--- src/rtl/dsm_buf_pkg.sv ---
// ============================================================================
// Module      : dsm_buf_pkg
// Description : Shared types and constants for the DSM sample ring buffer.
// Revision    : 1.0 - initial release
// ============================================================================
`default_nettype none

package dsm_buf_pkg;

   typedef enum logic [0:0] {
      FILL = 1'b0,
      RUN  = 1'b1
   } dsm_state_e;

   // Replicated across the full sample word to form the all-zeros idle code.
   localparam logic IDLE_CODE = 1'b0;

   localparam int DEFAULT_DEPTH = 16;

   function automatic int ptr_width(input int depth);
      return (depth > 1) ? $clog2(depth) : 1;
   endfunction

   localparam int DEFAULT_PTR_W = ptr_width(DEFAULT_DEPTH);

endpackage

`default_nettype wire

--- src/rtl/dsm_buf_mem.sv ---
// ============================================================================
// Module      : dsm_buf_mem
// Description : DEPTH x DATA_W sample store, synchronous write, async read.
// Revision    : 1.0 - initial release
// ============================================================================
`default_nettype none

module dsm_buf_mem
   import dsm_buf_pkg::*;
#(
   parameter int DEPTH  = DEFAULT_DEPTH,
   parameter int DATA_W = 8,
   parameter int ADDR_W = ptr_width(DEPTH)
)(
   input  logic              clk,
   input  logic              i_wr_en,
   input  logic [ADDR_W-1:0] i_wr_addr,
   input  logic [DATA_W-1:0] i_wr_data,
   input  logic [ADDR_W-1:0] i_rd_addr,
   output logic [DATA_W-1:0] o_rd_data
);

   logic [DATA_W-1:0] r_mem [DEPTH];

   // Contents are deliberately not reset; only written entries are ever read.
   always_ff @(posedge clk) begin
      if (i_wr_en) begin
         r_mem[i_wr_addr] <= i_wr_data;
      end
   end

   assign o_rd_data = r_mem[i_rd_addr];

endmodule

`default_nettype wire

--- src/rtl/dsm_ring_buffer.sv ---
// ============================================================================
// Module      : dsm_ring_buffer
// Description : Multi-channel DSM sample ring buffer with prefill gating,
//               fill level, overrun/underrun pulses and synchronous flush.
//               Optional macro DSM_BUF_STATS_EN adds saturating event counters.
// Revision    : 1.0 - initial release
// ============================================================================
`default_nettype none

module dsm_ring_buffer
   import dsm_buf_pkg::*;
#(
   parameter int CHANNELS = 2,
   parameter int WIDTH    = 4,
   parameter int DEPTH    = DEFAULT_DEPTH,
   parameter int PREFILL  = DEPTH / 2
)(
   input  logic                        clk,
   input  logic                        rst_n,
   input  logic                        flush,
   input  logic                        wr_en,
   input  logic [CHANNELS*WIDTH-1:0]   wr_data,
   input  logic                        rd_en,
   output logic [CHANNELS*WIDTH-1:0]   rd_data,
   output logic                        rd_valid,
   output logic [$clog2(DEPTH)-1:0]    save_index,
   output logic [$clog2(DEPTH)-1:0]    read_index,
   output logic [$clog2(DEPTH):0]      level,
   output logic                        running,
   output logic                        overrun,
   output logic                        underrun
`ifdef DSM_BUF_STATS_EN
   ,
   output logic [15:0]                 overrun_count,
   output logic [15:0]                 underrun_count
`endif
);

   localparam int DATA_W = CHANNELS * WIDTH;
   localparam int PTR_W  = ptr_width(DEPTH);
   localparam int LVL_W  = PTR_W + 1;

   localparam logic [LVL_W-1:0] c_FULL    = LVL_W'(DEPTH);
   localparam logic [LVL_W-1:0] c_PREFILL = LVL_W'(PREFILL);
   localparam logic [LVL_W-1:0] c_EMPTY   = '0;

   dsm_state_e          r_state;
   logic [PTR_W-1:0]    r_save_idx;
   logic [PTR_W-1:0]    r_read_idx;
   logic [LVL_W-1:0]    r_level;
   logic [DATA_W-1:0]   r_rd_data;
   logic                r_rd_valid;
   logic                r_overrun;
   logic                r_underrun;

   logic [DATA_W-1:0]   w_mem_rd;
   logic                w_active;
   logic                w_rd_req;
   logic                w_rd_serve;
   logic                w_underrun;
   logic                w_wr_acc;
   logic                w_overrun;
   logic                w_mem_we;
   logic [LVL_W-1:0]    w_level_nxt;

   // A read served in the same cycle frees the slot a full-buffer write needs.
   always_comb begin
      w_active    = rst_n & ~flush;
      w_rd_req    = (r_state == RUN) & rd_en;
      w_rd_serve  = w_rd_req & (r_level != c_EMPTY);
      w_underrun  = w_rd_req & (r_level == c_EMPTY);
      w_wr_acc    = wr_en & ((r_level != c_FULL) | w_rd_serve);
      w_overrun   = wr_en & ~w_wr_acc;
      w_mem_we    = w_wr_acc & w_active;
      w_level_nxt = r_level + LVL_W'(w_wr_acc) - LVL_W'(w_rd_serve);
   end

   dsm_buf_mem #(
      .DEPTH  (DEPTH),
      .DATA_W (DATA_W),
      .ADDR_W (PTR_W)
   ) u_mem (
      .clk       (clk),
      .i_wr_en   (w_mem_we),
      .i_wr_addr (r_save_idx),
      .i_wr_data (wr_data),
      .i_rd_addr (r_read_idx),
      .o_rd_data (w_mem_rd)
   );

   always_ff @(posedge clk) begin
      if (!w_active) begin
         r_state    <= FILL;
         r_save_idx <= '0;
         r_read_idx <= '0;
         r_level    <= '0;
         r_rd_data  <= {DATA_W{IDLE_CODE}};
         r_rd_valid <= 1'b0;
         r_overrun  <= 1'b0;
         r_underrun <= 1'b0;
      end else begin
         if (w_wr_acc) begin
            r_save_idx <= r_save_idx + PTR_W'(1);
         end
         if (w_rd_serve) begin
            r_read_idx <= r_read_idx + PTR_W'(1);
            r_rd_data  <= w_mem_rd;
         end
         r_level    <= w_level_nxt;
         r_rd_valid <= w_rd_serve | w_underrun;
         r_overrun  <= w_overrun;
         r_underrun <= w_underrun;

         case (r_state)
            FILL: begin
               if (w_level_nxt >= c_PREFILL) begin
                  r_state <= RUN;
               end
            end
            RUN: begin
               if (w_underrun) begin
                  r_state <= FILL;
               end
            end
            default: r_state <= FILL;
         endcase
      end
   end

`ifdef DSM_BUF_STATS_EN
   logic [15:0] r_ovr_cnt;
   logic [15:0] r_und_cnt;

   // Counters advance on the same edge that raises the matching pulse.
   always_ff @(posedge clk) begin
      if (!w_active) begin
         r_ovr_cnt <= '0;
         r_und_cnt <= '0;
      end else begin
         if (w_overrun && (r_ovr_cnt != 16'hFFFF)) begin
            r_ovr_cnt <= r_ovr_cnt + 16'd1;
         end
         if (w_underrun && (r_und_cnt != 16'hFFFF)) begin
            r_und_cnt <= r_und_cnt + 16'd1;
         end
      end
   end

   assign overrun_count  = r_ovr_cnt;
   assign underrun_count = r_und_cnt;
`endif

   assign rd_data    = r_rd_data;
   assign rd_valid   = r_rd_valid;
   assign save_index = r_save_idx;
   assign read_index = r_read_idx;
   assign level      = r_level;
   assign running    = (r_state == RUN);
   assign overrun    = r_overrun;
   assign underrun   = r_underrun;

endmodule

`default_nettype wire

--- config.mk ---
export PLATFORM = sky130hd
export DESIGN_NAME = dsm_ring_buffer
export DESIGN_NICKNAME = d
export VERILOG_FILES = /design/src/rtl/dsm_buf_pkg.sv /design/src/rtl/dsm_buf_mem.sv /design/src/rtl/dsm_ring_buffer.sv
export SDC_FILE = /design/constraint.sdc
export NUM_CORES = 1
export LEC_CHECK = 0
export BUFFER_PORTS_ARGS = -buffer_cell sky130_fd_sc_hd__buf_2
export CAP_MARGIN = 30
export CORE_MARGIN = 2
export CORE_UTILIZATION = 30
export DETAILED_ROUTE_END_ITERATION = 8
export GPL_TIMING_DRIVEN = 0
export PLACE_DENSITY_LB_ADDON = 0.25
export SYNTH_ARGS = -nofsm -noshare
export SYNTH_HDL_FRONTEND = slang
export SYNTH_SLANG_ARGS = --single-unit
--- constraint.sdc ---
create_clock -name clk -period 4 [get_ports clk]
set_input_delay 0.4 -clock clk [delete_from_list [all_inputs] [get_ports clk]]
set_output_delay 0.4 -clock clk [all_outputs]
set_load 0.02 [all_outputs]
==> impl_metrics.ini <==
[outcome]
status = completed

[setup_path]
r2r-start = level[2]$_SDFF_PN0_
cp_data_arrival_time_ns = 3.51
critPathRequiredTime_ns = 4.31
reg2reg_depth = 15
path_delay_family = adder cells
crit_path_top_delay_cell = or4b_1
setup.worst_path.class = register to register
crit_buf_inv = 5
r2r_end = running$_SDFF_PN0_
cp_max_fo = 10
r2r_slack_ns = 0.80
end_kind = register
slowest_delay_ns = 0.44
path_cells = inv_1, ha_1, or4b_1, clkbuf_2, nand2_1, buf_6, inv_1, ha_1, inv_1, ha_1, fa_1, a21oi_1, o21bai_1, xnor2_1, a31oi_1
startpoint_type = register

[cts]
post_cts_buffers = 0
clock_sinks = 153
cts_made_buffers = 17
ctsHoldBuffers = 0
insertion_delay_ns = 0.42
clkSlewWorstSetupHoldPaths_ns = 0.06
cts-resized-gates = 0
cts_tree = yes
h-tree-depth = 4
root_buffer = clkbuf_16
max-clock-path-buffers = 2

[synth]
yosys_warnings = 0
syn_area_sq_mm = 0.00623
synthTopCellsByArea = edfxtp_1 (62%), mux4_1 (8.9%), dfxtp_1 (8.0%)
yosysMostFrequentCell = edfxtp_1
ys.flop_type = edfxtp_1
syn_nets = 356
synthTopCellsByCount = edfxtp_1 (128), dfxtp_1 (25), nor2_1 (23)
synth.avg_cell_area_sq_um = 18.8
synth_top_cell_area_share_pct = 61.7
synth_async_sr_flop_share_pct = 0
synth_edf_count = 128
ys_ff_latch = 153
yosys.area.top_type = edfxtp_1
ys_seq_area_share_pct = 69.8
ys_types = 42
syn_inst = 331

[global_routing]
grt_pass1_vias = 3405
grt_use_total_pct = 12.7
antenna_found_initial = 0
grt_pass1_wl_mm = 19.8
grt_max_degree = 17
grt_overflow = 0

[power_and_ir_drop]
cellPowerDensity_mw_per_mm2 = 462
power_mw = 3.39
p_leak_nw = 2.49
max-vdd-ir-drop_mv = 0.249

[sta]
maxSlewHeadroom_pct = 34.9
hold_viol_final = 0
final-setup-viol-count = 0
worstMarginPinSlew_ns = 0.973
rsz0062_at_grt = false
min_period_over_period_pct = 80.1
period_needed_ns = 3.20
whs_ns = 0.291
fin_tns_setup_ns = 0
maxSlewViolCount = 0
max_freq_mhz = 312
skew_ns = 0.0103

[floorplan]
dieArea_sq_mm = 0.0219
core_area_sq_mm = 0.0203
rows = 52
die_w_um = 148
die_h_um = 148
ios = 38
start_util_pct = 30.7

[worst_hold_path]
hold_start = rst_n
hold_depth = 3
hold_end = overrun$_SDFF_PN0_
min_path_type = input port to register

[routing]
wl_per_cell_um = 19.6
drtIter0Drc = 228
drt_wl_total_mm = 13.2
dr.pass1.iters = 5
ant_nets = 0
drc = 0
dr_total_vias = 3158
vias_per_cell = 4.69

[layout]
drive_above_1_share_pct = 24.3
layout.cells.non_filler = 673
nets = 415
syn_to_final_growth_pct = 18.0
antennaDiodeCount = 0

[placement]
dp_hpwl_mm = 8.84
dp.cells = 641
portBuffers = 37
gp_congestion = 0.742

[flow_run]
maxCapViolations = 0
cells in the final DEF (no fill, tap or decap), drive strengths merged, types with 2 or more instances in the layout:
master / netlist / routed
edfxtp: 128 / 128
buf: 12 / 52
mux4: 32 / 32
clkbuf: 5 / 29
dfxtp: 25 / 25
nor2: 23 / 23
mux2i: 18 / 18
ha: 11 / 11
inv: 9 / 9
o22ai: 8 / 8
a31o: 8 / 8
nand2: 7 / 7
nor3: 7 / 7
xnor2: 5 / 5
clkinv: 0 / 5
xor2: 4 / 4
and2: 3 / 3
nand2b: 3 / 3
nand3: 3 / 3
a21oi: 2 / 2
o21a: 2 / 2
bufinv: 0 / 2
o21ai: 2 / 2
where the power goes:
group	total, mW	internal (mW)	switching, mW
Sequential	1.74	1.73	0.00625
Clock	1.55	0.950	0.601
Combinational	0.0998	0.0327	0.0671
Total	3.39	2.72	0.674
per-layer routing:
| layer | vias to the layer above | part of all wire, % | GRT usage [%] |
|---|---|---|---|
| li1 | 1448 | - | - |
| met1 | 1623 | 44 | 15.7 |
| met2 | 73 | 50 | 21.1 |
| met3 | 14 | 4.6 | 3.74 |
| met4 | 0 | 1.8 | 5.10 |
| met5 | - | 0 | 0 |
layout make-up:
class / instances / area (sq um)
buffer: 17 / 149
clock buffer: 24 / 472
clock inverter: 8 / 100
fill: 1924 / 13000
inverter: 9 / 33.8
multi-input combinational: 152 / 1700
sequential: 153 / 4340
tap: 270 / 338
timing repair buffer: 40 / 205
worst max path at each step:
| stage | start | end | slack [ns] | depth (start not counted) |
|---|---|---|---|---|
| global route | level[2]$_SDFF_PN0_ | running$_SDFF_PN0_ | 0.59 | 15 |
| floorplan | level[3]$_SDFF_PN0_ | running$_SDFF_PN0_ | 1.03 | 15 |
| detailed placement | level[2]$_SDFF_PN0_ | running$_SDFF_PN0_ | 0.78 | 15 |
| global placement | level[3]$_SDFF_PN0_ | running$_SDFF_PN0_ | 0.85 | 15 |
| finish | level[2]$_SDFF_PN0_ | running$_SDFF_PN0_ | 0.80 | 15 |
| CTS | level[2]$_SDFF_PN0_ | running$_SDFF_PN0_ | 0.77 | 15 |
logic make-up after synthesis:
family	share of synthesized area, %
adders and majority gates	2.53
and+or+nand+nor	4.42
xor gates and xnor gates	1.27
DFF	69.8
buffers and inverters	2.93
AOI/OAI and AO/OA	3.34
muxes	15.7
sequential cells by signal, summed over array words and instances (netlist names):
signal and flops:
level 5, read_index 4, overrun 1, save_index 4
rd_valid 1, u_mem.r_mem 128, rd_data 8, running 1
underrun 1
worst reg2reg max path: stages, from the launching register on:
cell and delay, ns:
dfxtp_1 0.32, inv_1 0.09, ha_1 0.15, or4b_1 0.44, clkbuf_2 0.21, nand2_1 0.17, buf_6 0.17, inv_1 0.05
ha_1 0.26, inv_1 0.04, ha_1 0.20, fa_1 0.41, a21oi_1 0.17, o21bai_1 0.09, xnor2_1 0.21, a31oi_1 0.10
per-stage QoR:
step                util [%]  worst slack (ns)  instance area (sq um)
finish                  36.2             0.795                   7350
global route            36.2             0.587                   7350
CTS                     36.2             0.774                   7350
detailed placement      33.4             0.783                   6770
global placement        33.2             0.846                   6750
floorplan                  -              1.03                   6230
Power figures use the tool's default switching activity.
